<file path="config.mk">
export PLATFORM = sky130hd
export DESIGN_NAME = wb_arbiter_flat
export DESIGN_NICKNAME = d
export VERILOG_FILES = /design/src/rtl/wb_arbiter_if.sv /design/src/rtl/wb_arbiter.sv /design/src/flat_wrapper.sv
export SDC_FILE = /design/constraint.sdc
export NUM_CORES = 1
export LEC_CHECK = 0
export CORE_MARGIN = 1.5
export CORE_UTILIZATION = 47
export CTS_CLUSTER_DIAMETER = 120
export DETAILED_ROUTE_END_ITERATION = 6
export PLACE_DENSITY = 0.79
export SLEW_MARGIN = 20
export SYNTH_ARGS = -nofsm -noshare
export SYNTH_HDL_FRONTEND = slang
export SYNTH_SLANG_ARGS = --single-unit
</file>
<file path="constraint.sdc">
create_clock -name clk -period 2.1 [get_ports clk]
set_clock_uncertainty 0.05 [all_clocks]
set_input_delay 0.525 -clock clk [delete_from_list [all_inputs] [get_ports clk]]
set_output_delay 0.525 -clock clk [all_outputs]
set_load 0.01 [all_outputs]
</file>
<file path="src/rtl/wb_arbiter_if.sv">
// Bus bundle for the write-back arbiter: ALU result, load-return handshake,
// hazard query and the registered register-file write port.
interface wb_arbiter_if #(
    parameter int XLEN = 64
);
    logic            alu_valid;
    logic [4:0]      alu_rd;
    logic [XLEN-1:0] alu_data;

    logic            ld_valid;
    logic            ld_ready;
    logic [4:0]      ld_rd;
    logic [XLEN-1:0] ld_data;

    logic [4:0]      chk_rs;
    logic            chk_pending;

    logic [4:0]      WriteRegister;
    logic [XLEN-1:0] WriteData;
    logic            WriteEnable;

    modport master (
        output alu_valid, alu_rd, alu_data,
        output ld_valid, ld_rd, ld_data,
        output chk_rs,
        input  ld_ready, chk_pending,
        input  WriteRegister, WriteData, WriteEnable
    );

    modport slave (
        input  alu_valid, alu_rd, alu_data,
        input  ld_valid, ld_rd, ld_data,
        input  chk_rs,
        output ld_ready, chk_pending,
        output WriteRegister, WriteData, WriteEnable
    );
endinterface

</file>
<file path="src/rtl/wb_arbiter.sv">
// Write-back arbiter: the ALU result owns the register-file port outright;
// load returns queue in a small FIFO and drain on ALU-idle cycles. Queued
// loads overwritten by a later ALU write are marked dead so they cannot
// clobber the newer value, but they still drain in order.
module wb_arbiter #(
    parameter int XLEN  = 64,
    parameter int DEPTH = 4
) (
    input logic        clk,
    input logic        rst_n,
    wb_arbiter_if.slave bus
);
    localparam int AW = (DEPTH > 1) ? $clog2(DEPTH) : 1;
    localparam logic [AW:0] DEPTH_C = DEPTH[AW:0];

    logic [4:0]      rd_q   [DEPTH];
    logic [4:0]      rd_d   [DEPTH];
    logic [XLEN-1:0] data_q [DEPTH];
    logic [XLEN-1:0] data_d [DEPTH];
    logic [DEPTH-1:0] live_q, live_d;
    logic [AW-1:0]   w_ptr_q, w_ptr_d, r_ptr_q, r_ptr_d;
    logic [AW:0]     count_q, count_d;

    logic [4:0]      wr_q, wr_d;
    logic [XLEN-1:0] wd_q, wd_d;
    logic            we_q, we_d;

    logic ld_ready, accept, enq, pop, alu_kill;

    assign ld_ready = (count_q < DEPTH_C);
    assign accept   = bus.ld_valid && ld_ready;
    assign enq      = accept && (bus.ld_rd != 5'd0);
    assign pop      = !bus.alu_valid && (count_q != '0);
    assign alu_kill = bus.alu_valid && (bus.alu_rd != 5'd0);

    assign bus.ld_ready      = ld_ready;
    assign bus.WriteRegister = wr_q;
    assign bus.WriteData     = wd_q;
    assign bus.WriteEnable   = we_q;

    // Hazard query: live bits are only ever set on resident entries, because
    // a pop clears the head's live bit as it leaves.
    always_comb begin
        bus.chk_pending = 1'b0;
        for (int i = 0; i < DEPTH; i++) begin
            if (live_q[i] && (rd_q[i] == bus.chk_rs) && (bus.chk_rs != 5'd0))
                bus.chk_pending = 1'b1;
        end
    end

    // FIFO next state: kill, then pop-clear, then enqueue (the new load is
    // younger than a same-edge ALU write, so it lands live).
    always_comb begin
        rd_d    = rd_q;
        data_d  = data_q;
        live_d  = live_q;
        w_ptr_d = w_ptr_q;
        r_ptr_d = r_ptr_q;
        count_d = count_q;
        if (alu_kill) begin
            for (int i = 0; i < DEPTH; i++) begin
                if (rd_q[i] == bus.alu_rd)
                    live_d[i] = 1'b0;
            end
        end
        if (pop) begin
            live_d[r_ptr_q] = 1'b0;
            r_ptr_d         = r_ptr_q + 1'b1;
        end
        if (enq) begin
            rd_d[w_ptr_q]   = bus.ld_rd;
            data_d[w_ptr_q] = bus.ld_data;
            live_d[w_ptr_q] = 1'b1;
            w_ptr_d         = w_ptr_q + 1'b1;
        end
        case ({enq, pop})
            2'b10:   count_d = count_q + 1'b1;
            2'b01:   count_d = count_q - 1'b1;
            default: count_d = count_q;
        endcase
    end

    // Write-port next state: ALU first, else drain head, else idle with hold.
    always_comb begin
        wr_d = wr_q;
        wd_d = wd_q;
        we_d = 1'b0;
        if (bus.alu_valid) begin
            wr_d = bus.alu_rd;
            wd_d = bus.alu_data;
            we_d = (bus.alu_rd != 5'd0);
        end else if (pop) begin
            wr_d = rd_q[r_ptr_q];
            wd_d = data_q[r_ptr_q];
            we_d = live_q[r_ptr_q];
        end
    end

    // State registers; reset empties the FIFO and silences the write port.
    always_ff @(posedge clk or negedge rst_n) begin
        if (!rst_n) begin
            for (int i = 0; i < DEPTH; i++) begin
                rd_q[i]   <= '0;
                data_q[i] <= '0;
            end
            live_q  <= '0;
            w_ptr_q <= '0;
            r_ptr_q <= '0;
            count_q <= '0;
            wr_q    <= '0;
            wd_q    <= '0;
            we_q    <= 1'b0;
        end else begin
            rd_q    <= rd_d;
            data_q  <= data_d;
            live_q  <= live_d;
            w_ptr_q <= w_ptr_d;
            r_ptr_q <= r_ptr_d;
            count_q <= count_d;
            wr_q    <= wr_d;
            wd_q    <= wd_d;
            we_q    <= we_d;
        end
    end
endmodule

</file>
<file path="src/flat_wrapper.sv">
// flat-port wrapper written by rule: the top's interface ports become plain ports
module wb_arbiter_flat 
#(
    parameter int XLEN  = 64,
    parameter int DEPTH = 4
)
  (clk, rst_n, bus_alu_valid, bus_alu_rd, bus_alu_data, bus_ld_valid, bus_ld_rd, bus_ld_data, bus_chk_rs, bus_ld_ready, bus_chk_pending, bus_WriteRegister, bus_WriteData, bus_WriteEnable);
  wb_arbiter_if #(.XLEN(XLEN)) bus_i ();
  input logic clk;
  input logic rst_n;
  input wire logic [$bits(bus_i.alu_valid)-1:0] bus_alu_valid;
  input wire logic [$bits(bus_i.alu_rd)-1:0] bus_alu_rd;
  input wire logic [$bits(bus_i.alu_data)-1:0] bus_alu_data;
  input wire logic [$bits(bus_i.ld_valid)-1:0] bus_ld_valid;
  input wire logic [$bits(bus_i.ld_rd)-1:0] bus_ld_rd;
  input wire logic [$bits(bus_i.ld_data)-1:0] bus_ld_data;
  input wire logic [$bits(bus_i.chk_rs)-1:0] bus_chk_rs;
  output wire logic [$bits(bus_i.ld_ready)-1:0] bus_ld_ready;
  output wire logic [$bits(bus_i.chk_pending)-1:0] bus_chk_pending;
  output wire logic [$bits(bus_i.WriteRegister)-1:0] bus_WriteRegister;
  output wire logic [$bits(bus_i.WriteData)-1:0] bus_WriteData;
  output wire logic [$bits(bus_i.WriteEnable)-1:0] bus_WriteEnable;
  assign bus_i.alu_valid = bus_alu_valid;
  assign bus_i.alu_rd = bus_alu_rd;
  assign bus_i.alu_data = bus_alu_data;
  assign bus_i.ld_valid = bus_ld_valid;
  assign bus_i.ld_rd = bus_ld_rd;
  assign bus_i.ld_data = bus_ld_data;
  assign bus_i.chk_rs = bus_chk_rs;
  assign bus_ld_ready = bus_i.ld_ready;
  assign bus_chk_pending = bus_i.chk_pending;
  assign bus_WriteRegister = bus_i.WriteRegister;
  assign bus_WriteData = bus_i.WriteData;
  assign bus_WriteEnable = bus_i.WriteEnable;
  wb_arbiter #(.XLEN(XLEN), .DEPTH(DEPTH)) u_core (.clk(clk), .rst_n(rst_n), .bus(bus_i));
endmodule
</file>
==> metrics.yaml <==
setup_ws_ns: -0.324
power_leakage_nw: 10.9
clockBufferDepth: 3
ys_types: 31
cp_slowest_cell: "dfrtp_1"
fin_crit_sh: 1.15
synth-async-reset-ratio: 1.00
grt_overflow: 0
yosys-top-cells-count: "dfrtp_1 (357), mux2_4 (276), mux4_2 (70)"
yosysSeqAreaShare: 0.508
wl_per_cell_um: 22.1
synth-simple-area-share: 0.0280
synth_compound_area_frac: 0.0249
start_kind: "flip-flop"
holdWs_ns: 0.317
finalSetupTns_ns: -0.324
drive_above_1_share: 0.382
grt_max_degree: 84
hold_path.class: "in2reg"
cts_tree: "yes"
failed_checks: "setup timing"
p_total_mw: 34.7
synth_edf_count: 0
internal_power_mw: 24.4
status: "finished, violations left"
synth_top_area_share: 0.508
yosys.area.top_type: "dfrtp_1"
setup_viol: 1
fmax_mhz: 412
placed_area_um2: 20600
combPwrFrac: 0.434
synth_area_leaders: "dfrtp_1 (51%), mux2_4 (24%), mux4_2 (9.0%)"
routed_via_density: 5.43
cts_buffers: 40
ys.flop_type: "dfrtp_1"
port_buffers: 218
crit_chain: "xor2_1 -> nor4_1 -> nand3_1 -> nand4_1 -> o21a_1 -> buf_2"
drtPass1Iterations: 6
die_w_um: 196
switching_share: 0.299
root_buffer: "clkbuf_16"
nNetsFinal: 1553
vias: 10286
drt_wl_total_mm: 41.8
drt_iter0_drc: 504
ant_nets: 0
worst_pin_slew_ns: 0.452
yosys_warnings: 0
syn-instance-count: 1094
pin_count: 219
synth_seq_cells: 357
cp_max_fo: 2
slowest_delay_ns: 0.41
antennaDiodeCount: 0
yosysMostFrequentCell: "dfrtp_1"
yosys.area_share.adder: 0.00754
grt_util_all_layers: 0.213
core_um2: 36700
drc: 0
dpl.hpwl_mm: 26.3
syn-num-nets: 1251
avgSynthCellArea_um2: 16.1
cts.sinks: 357
initial_core_util: 0.479
clkSlewWorstSetupHoldPaths_ns: 0.06
finalInstanceArea_um2: 22600
irDropWorstVdd_mv: 0.918
grt_pass1_vias: 11269
rsz0062_at_grt: "true"
gp_congestion: 0.886
h-tree-depth: 2
hold_viol: 0
cp.arrival_ns: 1.85
p_clk_frac: 0.204
dieArea_um2: 38600
grt_antenna_before_repair: 0
fin_crit_ns: 2.42
synth_xor_area_frac: 0.0224
p_seq_frac: 0.362
powerDensity_nw_per_um2: 1540
drv_slew: 0
clk_latency_ns: 0.55
cp_data_required_time_ns: 1.52
die_h_um: 196
p_sw_mw: 10.4
synthMuxAreaShare: 0.362
synth_top_family_by_area: "multiplexers"
synth_area_um2: 17600
maxSlewHeadroom: 0.699
rows: 70
path_buf_inv: 1
timing.max_cap.violations: 0
crit_type: "reg2out"
grt_pass1_wl_mm: 64.2
worst_setup_path_end_kind: "output pin"
cp_top_family: "simple AND/OR/NAND/NOR gates"
syn2layout_area_growth_pct: 28.3
==> worst reg2reg max path: stages, from the launching register on <==
cell       delay [ns]
dfrtp_1          0.41
inv_2            0.09
o311a_4          0.23
buf_12           0.14
buf_8            0.14
nand2_8          0.13
clkbuf_16        0.25
mux2_4           0.31
==> cells by family (layout without fill, tap and decap cells) <==
kind of cell,Yosys count,after routing
muxes,411,411
DFF,357,357
and+or+nand+nor,101,104
buffers and inverters,92,423
AOI/OAI and AO/OA,78,78
xor gates and xnor gates,45,45
adders and majority gates,10,10
==> final cells by class <==
class	count	area, um^2
Clock inverter	13	156
Sequential cell	357	8940
Fill cell	2658	14100
Timing Repair Buffer	335	3730
Multi-Input combinational cell	648	7910
Tap cell	468	586
Clock buffer	61	1180
Inverter	14	55.1
==> registers in the layout (all words and copies together) (netlist names) <==
signal,flops
u_core.data_q,256
u_core.bus.WriteData,64
u_core.rd_q,20
u_core.bus.WriteRegister,5
u_core.live_q,4
u_core.count_q,3
u_core.r_ptr_q,2
u_core.w_ptr_q,2
u_core.bus.WriteEnable,1
==> stage by stage <==
| step | std cells | setup slack, ns | util |
|---|---|---|---|
| after floorplan | 1094 | -0.353 | - |
| after global placement | 1796 | -0.883 | 0.562 |
| after detailed placement | 1796 | -0.890 | 0.562 |
| after CTS | 1884 | -0.346 | 0.606 |
| after global routing | 1896 | -0.454 | 0.615 |
| final | 1896 | -0.324 | 0.615 |
==> final timing paths <==
kind | startpoint | endpoint | slack (ns) | depth (start not counted)
max in group asynchronous | rst_n | u_core.r_ptr_q[1] | 0.74 | 3
min in group asynchronous | rst_n | u_core.rd_q[0] | 0.43 | 2
max | u_core.rd_q[7] | bus_chk_pending | -0.32 | 6
max reg2reg | u_core.count_q[2] | u_core.data_q[8] | 0.24 | 7
min | bus_ld_rd[4] | u_core.rd_q[14] | 0.32 | 3
min reg2reg | u_core.data_q[104] | u_core.data_q[104] | 0.45 | 1
==> cells in the final DEF (no fill, tap or decap), types with 10 or more instances in the layout <==
cell type and count:
dfrtp_1 355, mux2_4 276, clkdlybuf4s50_1 202, mux4_2 70, buf_4 67, nor2_1 66, mux2i_1 65, a21oi_1 64
clkbuf_16 49, xor2_1 37, buf_12 22, nand2_1 12, clkbuf_1 12, inv_1 11, dlygate4sd2_1 10
==> repair_timing <==
item | CTS | global route
buffers inserted | 8 | 0
hold buffers | 1 | 0
pin swaps | 9 | 5
hold endpoints to repair | 32 | 0
resized for setup | 27 | 19
cloned | 5 | 12
endpoints found under the setup margin | 284 | 121
==> per-layer routing <==
layer / GRT usage / routed length (um) / vias to the layer above
met5: 0 / 0 / -
met4: 0.0709 / 836 / 0
met2: 0.358 / 20800 / 249
met3: 0.0322 / 1700 / 54
met1: 0.286 / 18500 / 5401
li1: - / - / 4582
==> power groups by stage <==
stage               clock [mW]  sequential [mW]  combinational, mW
floorplan                    0             12.3               10.1
global placement             0             12.3               14.2
detailed placement           0             12.5               14.6
CTS                       7.25             12.5               14.9
global route              7.50             12.9               16.1
finish                    7.09             12.6               15.1
No activity file was read; power rests on OpenSTA's default activity.
